--- src/rtl/fp16_pkg.sv ---
// Shared binary16 field widths, special encodings and field classification helpers.
package fp16_pkg;
  localparam int EXP_W = 5;
  localparam int MAN_W = 10;
  localparam int BIAS  = 15;

  localparam logic [15:0] QNAN = 16'h7E00;
  localparam logic [15:0] PINF = 16'h7C00;
  localparam logic [15:0] NINF = 16'hFC00;

  typedef struct packed {
    logic             sign;
    logic [EXP_W-1:0] exp;
    logic [MAN_W-1:0] man;
  } fp16_t;

  // Subnormals count as zero because they are flushed on input.
  function automatic logic fp_is_zero(input fp16_t x);
    return x.exp == {EXP_W{1'b0}};
  endfunction

  function automatic logic fp_is_inf(input fp16_t x);
    return (x.exp == {EXP_W{1'b1}}) && (x.man == {MAN_W{1'b0}});
  endfunction

  function automatic logic fp_is_nan(input fp16_t x);
    return (x.exp == {EXP_W{1'b1}}) && (x.man != {MAN_W{1'b0}});
  endfunction
endpackage

--- src/rtl/cla_adder.sv ---
// Parameterized adder built from 4-bit carry-lookahead blocks; W must be a multiple of 4.
module cla_adder #(
  parameter int W = 28
) (
  input  logic [W-1:0] a,
  input  logic [W-1:0] b,
  input  logic         cin,
  output logic [W-1:0] s,
  output logic         cout
);
  localparam int NB = W / 4;

  logic [W-1:0] g_s;
  logic [W-1:0] p_s;
  logic [W-1:0] c_s;
  logic [NB:0]  bc_s;

  // In-block lookahead carries; block carry-out formed from block generate/propagate.
  always_comb begin
    g_s     = a & b;
    p_s     = a ^ b;
    c_s     = {W{1'b0}};
    bc_s    = {(NB+1){1'b0}};
    bc_s[0] = cin;
    for (int k = 0; k < NB; k++) begin
      c_s[4*k]   = bc_s[k];
      c_s[4*k+1] = g_s[4*k] | (p_s[4*k] & bc_s[k]);
      c_s[4*k+2] = g_s[4*k+1] | (p_s[4*k+1] & g_s[4*k])
                 | (p_s[4*k+1] & p_s[4*k] & bc_s[k]);
      c_s[4*k+3] = g_s[4*k+2] | (p_s[4*k+2] & g_s[4*k+1])
                 | (p_s[4*k+2] & p_s[4*k+1] & g_s[4*k])
                 | (p_s[4*k+2] & p_s[4*k+1] & p_s[4*k] & bc_s[k]);
      bc_s[k+1]  = g_s[4*k+3] | (p_s[4*k+3] & g_s[4*k+2])
                 | (p_s[4*k+3] & p_s[4*k+2] & g_s[4*k+1])
                 | (p_s[4*k+3] & p_s[4*k+2] & p_s[4*k+1] & g_s[4*k])
                 | (p_s[4*k+3] & p_s[4*k+2] & p_s[4*k+1] & p_s[4*k] & bc_s[k]);
    end
    s    = p_s ^ c_s;
    cout = bc_s[NB];
  end
endmodule

--- src/rtl/fp_mac.sv ---
// Binary16 multiply-add out = in*weight + acc, single truncation, 2-register pipeline.
// Define FPMAC_CLA_ADDER_EN to build the stage-2 significand adder from cla_adder blocks.
module fp_mac
  import fp16_pkg::*;
(
  input  logic        CLK,
  input  logic        RST,
  input  logic [15:0] in,
  input  logic [15:0] weight,
  input  logic [15:0] acc,
  output logic [15:0] out,
  output logic        overflow,
  output logic        sub
);
  // 22-bit significand in [27:6]; the six low bits hold guard bits and the sticky in bit 0.
  localparam int SW = 28;
  localparam logic signed [7:0] ZERO_EXP = -8'sd64;

  fp16_t a_s, b_s, c_s;
  logic a_zero_s, b_zero_s, c_zero_s, a_inf_s, b_inf_s, c_inf_s, any_nan_s;
  logic p_inf_s, p_zero_s, p_sign_s, p_big_s;
  logic [21:0] prod_s, p_sig_s, c_sig_s, big_sig_s, sml_sig_s;
  logic signed [7:0] p_exp_s, c_exp_s, big_exp_s, sml_exp_s;
  logic [7:0] shamt_s;
  logic [SW-1:0] sml_x_s, mask_s;

  logic spec_d, spec_q, sign_d, sign_q, zsign_d, zsign_q, eff_sub_d, eff_sub_q, s1_sub_d, s1_sub_q;
  logic [15:0] spec_val_d, spec_val_q;
  logic signed [7:0] exp_d, exp_q;
  logic [SW-1:0] big_d, big_q, small_d, small_q;

  logic [SW-1:0] addend_s, sum_s;
  logic cout_s;
  logic [SW:0] mag_s;
  logic [4:0] lead_s;
  logic signed [7:0] res_exp_s;
  logic [9:0] mant_s;
  logic [15:0] out_d, out_q;
  logic ovf_d, ovf_q, sub_d, sub_q;

  // Stage 1: exact product, special-case detection, operand ordering and alignment.
  always_comb begin
    a_s = fp16_t'(in);
    b_s = fp16_t'(weight);
    c_s = fp16_t'(acc);
    a_zero_s  = fp_is_zero(a_s);
    b_zero_s  = fp_is_zero(b_s);
    c_zero_s  = fp_is_zero(c_s);
    a_inf_s   = fp_is_inf(a_s);
    b_inf_s   = fp_is_inf(b_s);
    c_inf_s   = fp_is_inf(c_s);
    any_nan_s = fp_is_nan(a_s) | fp_is_nan(b_s) | fp_is_nan(c_s);
    p_inf_s   = a_inf_s | b_inf_s;
    p_zero_s  = a_zero_s | b_zero_s;
    p_sign_s  = a_s.sign ^ b_s.sign;
    prod_s    = {11'd0, 1'b1, a_s.man} * {11'd0, 1'b1, b_s.man};

    if (p_zero_s) begin
      p_sig_s = 22'd0;
      p_exp_s = ZERO_EXP;
    end else if (prod_s[21]) begin
      p_sig_s = prod_s;
      p_exp_s = $signed({3'b000, a_s.exp}) + $signed({3'b000, b_s.exp}) - 8'(BIAS) + 8'sd1;
    end else begin
      p_sig_s = {prod_s[20:0], 1'b0};
      p_exp_s = $signed({3'b000, a_s.exp}) + $signed({3'b000, b_s.exp}) - 8'(BIAS);
    end

    if (c_zero_s) begin
      c_sig_s = 22'd0;
      c_exp_s = ZERO_EXP;
    end else begin
      c_sig_s = {1'b1, c_s.man, 11'd0};
      c_exp_s = $signed({3'b000, c_s.exp});
    end

    // Larger magnitude goes first so an effective subtraction never goes negative.
    p_big_s = (p_exp_s > c_exp_s) || ((p_exp_s == c_exp_s) && (p_sig_s >= c_sig_s));
    if (p_big_s) begin
      big_sig_s = p_sig_s;  big_exp_s = p_exp_s;  sign_d = p_sign_s;
      sml_sig_s = c_sig_s;  sml_exp_s = c_exp_s;
    end else begin
      big_sig_s = c_sig_s;  big_exp_s = c_exp_s;  sign_d = c_s.sign;
      sml_sig_s = p_sig_s;  sml_exp_s = p_exp_s;
    end

    shamt_s = 8'(big_exp_s - sml_exp_s);
    sml_x_s = {sml_sig_s, 6'd0};
    mask_s  = ~({SW{1'b1}} << shamt_s);
    small_d = (sml_x_s >> shamt_s) | {{(SW-1){1'b0}}, |(sml_x_s & mask_s)};
    big_d   = {big_sig_s, 6'd0};
    exp_d   = big_exp_s;

    eff_sub_d = p_sign_s ^ c_s.sign;
    zsign_d   = p_sign_s & c_s.sign;
    spec_d    = any_nan_s | p_inf_s | c_inf_s;
    s1_sub_d  = eff_sub_d & ~p_zero_s & ~c_zero_s & ~spec_d;

    if (any_nan_s || (a_inf_s && b_zero_s) || (b_inf_s && a_zero_s)
        || (p_inf_s && c_inf_s && eff_sub_d)) begin
      spec_val_d = QNAN;
    end else if (p_inf_s) begin
      spec_val_d = p_sign_s ? NINF : PINF;
    end else if (c_inf_s) begin
      spec_val_d = c_s.sign ? NINF : PINF;
    end else begin
      spec_val_d = 16'h0000;
    end
  end

  // Stage 1 pipeline register.
  always_ff @(posedge CLK or posedge RST) begin
    if (RST) begin
      spec_q <= 1'b0;  spec_val_q <= 16'h0000;  sign_q <= 1'b0;  zsign_q <= 1'b0;
      eff_sub_q <= 1'b0;  s1_sub_q <= 1'b0;  exp_q <= 8'sd0;
      big_q <= {SW{1'b0}};  small_q <= {SW{1'b0}};
    end else begin
      spec_q <= spec_d;  spec_val_q <= spec_val_d;  sign_q <= sign_d;  zsign_q <= zsign_d;
      eff_sub_q <= eff_sub_d;  s1_sub_q <= s1_sub_d;  exp_q <= exp_d;
      big_q <= big_d;  small_q <= small_d;
    end
  end

  assign addend_s = eff_sub_q ? ~small_q : small_q;

`ifdef FPMAC_CLA_ADDER_EN
  cla_adder #(.W(SW)) u_cla_adder (
    .a    (big_q),
    .b    (addend_s),
    .cin  (eff_sub_q),
    .s    (sum_s),
    .cout (cout_s)
  );
`else
  // Behavioural significand adder.
  always_comb begin
    {cout_s, sum_s} = {1'b0, big_q} + {1'b0, addend_s} + {{SW{1'b0}}, eff_sub_q};
  end
`endif

  // Stage 2: normalize, truncate and classify the result.
  always_comb begin
    mag_s  = {cout_s ^ eff_sub_q, sum_s};
    lead_s = 5'd0;
    for (int i = 0; i <= SW; i++) begin
      lead_s = mag_s[i] ? 5'(i) : lead_s;
    end
    res_exp_s = exp_q + $signed({3'b000, lead_s}) - 8'(SW - 1);
    mant_s    = 10'({mag_s, 10'd0} >> lead_s);
    sub_d     = s1_sub_q;
    ovf_d     = 1'b0;
    if (spec_q) begin
      out_d = spec_val_q;
    end else if (mag_s == {(SW+1){1'b0}}) begin
      out_d = {zsign_q, 15'd0};
    end else if (res_exp_s > 8'sd30) begin
      out_d = sign_q ? NINF : PINF;
      ovf_d = 1'b1;
    end else if (res_exp_s < 8'sd1) begin
      out_d = {sign_q, 15'd0};
    end else begin
      out_d = {sign_q, res_exp_s[4:0], mant_s};
    end
  end

  // Stage 2 output register.
  always_ff @(posedge CLK or posedge RST) begin
    if (RST) begin
      out_q <= 16'h0000;  ovf_q <= 1'b0;  sub_q <= 1'b0;
    end else begin
      out_q <= out_d;  ovf_q <= ovf_d;  sub_q <= sub_d;
    end
  end

  assign out      = out_q;
  assign overflow = ovf_q;
  assign sub      = sub_q;
endmodule

--- config.mk ---
export PLATFORM = sky130hd
export DESIGN_NAME = fp_mac
export DESIGN_NICKNAME = d
export VERILOG_FILES = /design/src/rtl/fp16_pkg.sv /design/src/rtl/cla_adder.sv /design/src/rtl/fp_mac.sv
export SDC_FILE = /design/constraint.sdc
export NUM_CORES = 1
export LEC_CHECK = 0
export CORE_ASPECT_RATIO = 2
export CORE_MARGIN = 2
export CORE_UTILIZATION = 55
export CTS_CLUSTER_SIZE = 20
export DETAILED_ROUTE_END_ITERATION = 7
export GPL_TIMING_DRIVEN = 1
export PLACE_DENSITY = 0.8
export SLEW_MARGIN = 5
export SYNTH_ARGS = -nofsm -noshare
export SYNTH_HDL_FRONTEND = slang
export SYNTH_HIERARCHICAL = 1
export SYNTH_SLANG_ARGS = --single-unit
export TNS_END_PERCENT = 20
--- constraint.sdc ---
create_clock -name CLK -period 14.4 [get_ports CLK]
set_input_delay 1.44 -clock CLK [delete_from_list [all_inputs] [get_ports CLK]]
set_output_delay 1.44 -clock CLK [all_outputs]
set_load 0.01 [all_outputs]
==> impl_metrics.ini <==
[placement]
place.gp.congestion = 0.993
port_buffers = 67
dpl.hpwl_mm = 38.5

[timing]
hold_viol_final = 0
setup_viol = 0
period_share = 0.861
maxSlewHeadroom = 0.321
drv_slew = 0
setup_tns_ns = 0
finalClockSkew_ns = 0.00844
tightestPinTransition_ns = 1.01
fmax_ghz = 0.0806
min_period_ns = 12.40
rsz0062_at_grt = false

[setup_path]
cp_data_required_time_ns = 14.63
worst_path_max_delay_cell = clkdlybuf4s50_1
critical_path.reg2reg.endpoint = out[6]
worstSetupPathType = in -> reg
slowest_delay_ns = 0.73
critPathLaunchType = primary input
r2r_slack_ns = 5.72
timing.critical_path.mode_cell = fa_1
cp-end-kind = flip-flop
crit_fanout = 22
cp-startpoint = weight[7]
crit_arrival_ns = 12.63
r2r-start = eff_sub_q
endpoint = small_q[0]
reg2reg_depth = 33

[global_route]
gr-total-overflow = 0
grt_max_degree = 63
grt_pass1_vias = 14300
antenna_found_initial = 0
grt_pass1_wl_mm = 72.7
grt_usage = 0.334

[drt]
dr.pass1.iters = 6
wl_per_cell_microns = 21.0
drtIter0Drc = 1112
wirelength_mm = 46.2
vias = 14000
avgViaCountPerCell = 6.36
final_antenna_net_count = 0
drcViolationCount = 0

[clock_network]
clockBufferDepth = 2
post_cts_resized = 0
postCtsSetupBuffers = 0
cts_sinks = 84
clock_latency_ns = 0.36
htreeDepth = 3
cts_made_buffers = 9
path_clk_slew_ns = 0.06
cts_tree = done
clockRootBuffer = clkbuf_16
hold_buffers = 0

[synthesis]
ys.flop_type = dfrtp_1
yosysUniqueCellTypes = 110
syn_nets = 2112
synth_async_sr_flop_share = 1.00
syn-instance-count = 1855
synth_top_area_frac = 0.144
synth-seq-cells = 84
synth.area.top_cells = dfrtp_1 (14%), fa_1 (11%), ha_1 (11%), nand2_1 (5.1%), inv_1 (4.9%)
syn_avg_cell_area_sq_um = 7.86
yosysSeqAreaShare = 0.144
synth-edff-count = 0
yosysWarnings = 6
synth.cell_area_sq_um = 14600
synth_top_cell_by_area = dfrtp_1

[floorplan]
start_util = 0.557
ios = 68
die_w_microns = 119
die_area_sq_um = 27900
coreArea_sq_um = 26200
dieHeight_microns = 234
num_rows = 84

[outcome]
outcome = finished clean

[cells_and_area]
areaGrowthSynthToFinish_pct = 8.02
nets = 2112
drive_gt1_frac = 0.0720
antenna_cells = 0

[worst_hold_path]
worst_hold_path_type = reg -> reg

[job]
cap_violations = 0
[how the worst min path moves through the flow]
stage | start | end | slack (ns) | cells after the start
floorplan | s1_sub_q | sub | 0.33 | 0
global placement | s1_sub_q | sub | 0.33 | 0
detailed placement | s1_sub_q | sub | 0.34 | 0
CTS | s1_sub_q | sub | 0.35 | 0
global route | s1_sub_q | sub | 0.36 | 0
finish | s1_sub_q | sub | 0.35 | 0
[per-layer routing]
| layer | part of all wire | GRT usage | vias to the layer above |
|---|---|---|---|
| met2 | 0.55 | 0.667 | 630 |
| met3 | 0.040 | 0.0314 | 273 |
| li1 | - | - | 6476 |
| met4 | 0.11 | 0.318 | 0 |
| met5 | 0 | 0 | - |
| met1 | 0.30 | 0.277 | 6640 |
[cells by family (layout without fill, tap and decap cells)]
| group | count (synthesis) | count (layout) | synth area share |
|---|---|---|---|
| buffers and inverters | 294 | 299 | 0.0795 |
| xor gates and xnor gates | 91 | 91 | 0.0547 |
| AOI/OAI and AO/OA | 448 | 448 | 0.215 |
| muxes | 100 | 100 | 0.0729 |
| adders and majority gates | 209 | 209 | 0.221 |
| and+or+nand+nor | 629 | 629 | 0.212 |
| DFF | 84 | 84 | 0.144 |
[Yosys cell counts (17+ instances only)]
master	count
mux2_2	28
mux2i_1	69
a21oi_1	98
xor2_1	47
dfrtp_1	84
a21o_1	29
nand2_1	199
xnor2_1	44
and3_1	17
fa_1	82
ha_1	125
nor3_1	28
o21ai_0	101
and2_1	56
clkbuf_1	72
nand3_1	41
nor2_1	167
inv_1	190
a211oi_1	29
o211ai_1	22
[stage by stage]
stage | hold WS (ns) | instances | setup slack [ns] | cell area, sq um | util
2_1_floorplan | 0.331 | 1855 | 2.87 | 14600 | -
3_3_place_gp | 0.335 | 2188 | 2.08 | 15400 | 0.590
3_5_place_dp | 0.338 | 2188 | 1.95 | 15400 | 0.590
4_1_cts | 0.353 | 2204 | 2.28 | 15700 | 0.602
5_1_grt | 0.359 | 2204 | 1.51 | 15700 | 0.602
6_report | 0.350 | 2204 | 2.00 | 15700 | 0.602
[layout make-up]
class                           instances  area, sq um
Multi-Input combinational cell       1477        11400
Sequential cell                        84         2100
Clock buffer                           10          229
Fill cell                            2372        10400
Inverter                              194          729
Clock inverter                          6         70.1
Timing Repair Buffer                   89          836
Tap cell                              344          430
[state kept, by name (all words and copies together), names as in the netlist]
name	count
big_q	22
eff_sub_q	1
s1_sub_q	1
spec_q	1
spec_val_q	3
overflow	1
zsign_q	1
sign_q	1
small_q	28
exp_q	8
sub	1
out	16
[critical path, delay by kind of cell]
kind                     cells  cell delay [ns]
adder cells (fa/ha/maj)      8             3.29
AND/OR/NAND/NOR             12             3.42
AO/OA/AOI/OAI               12             2.77
XOR/XNOR                     1             0.33
buffers and inverters        6             1.37
[cell usage in the layout, fill, tap and decap left out, types with 67 or more instances in the layout]
master           Yosys  final
a21oi_1             98     98
clkdlybuf4s50_1      0     67
dfrtp_1             84     84
fa_1                82     82
ha_1               125    125
inv_1              190    189
mux2i_1             69     69
nand2_1            199    199
nor2_1             167    166
o21ai_0            101    101
Power is left out: the tool's default activity adds up to more than one toggle a clock period on the data nets, which glitch-free logic cannot reach.
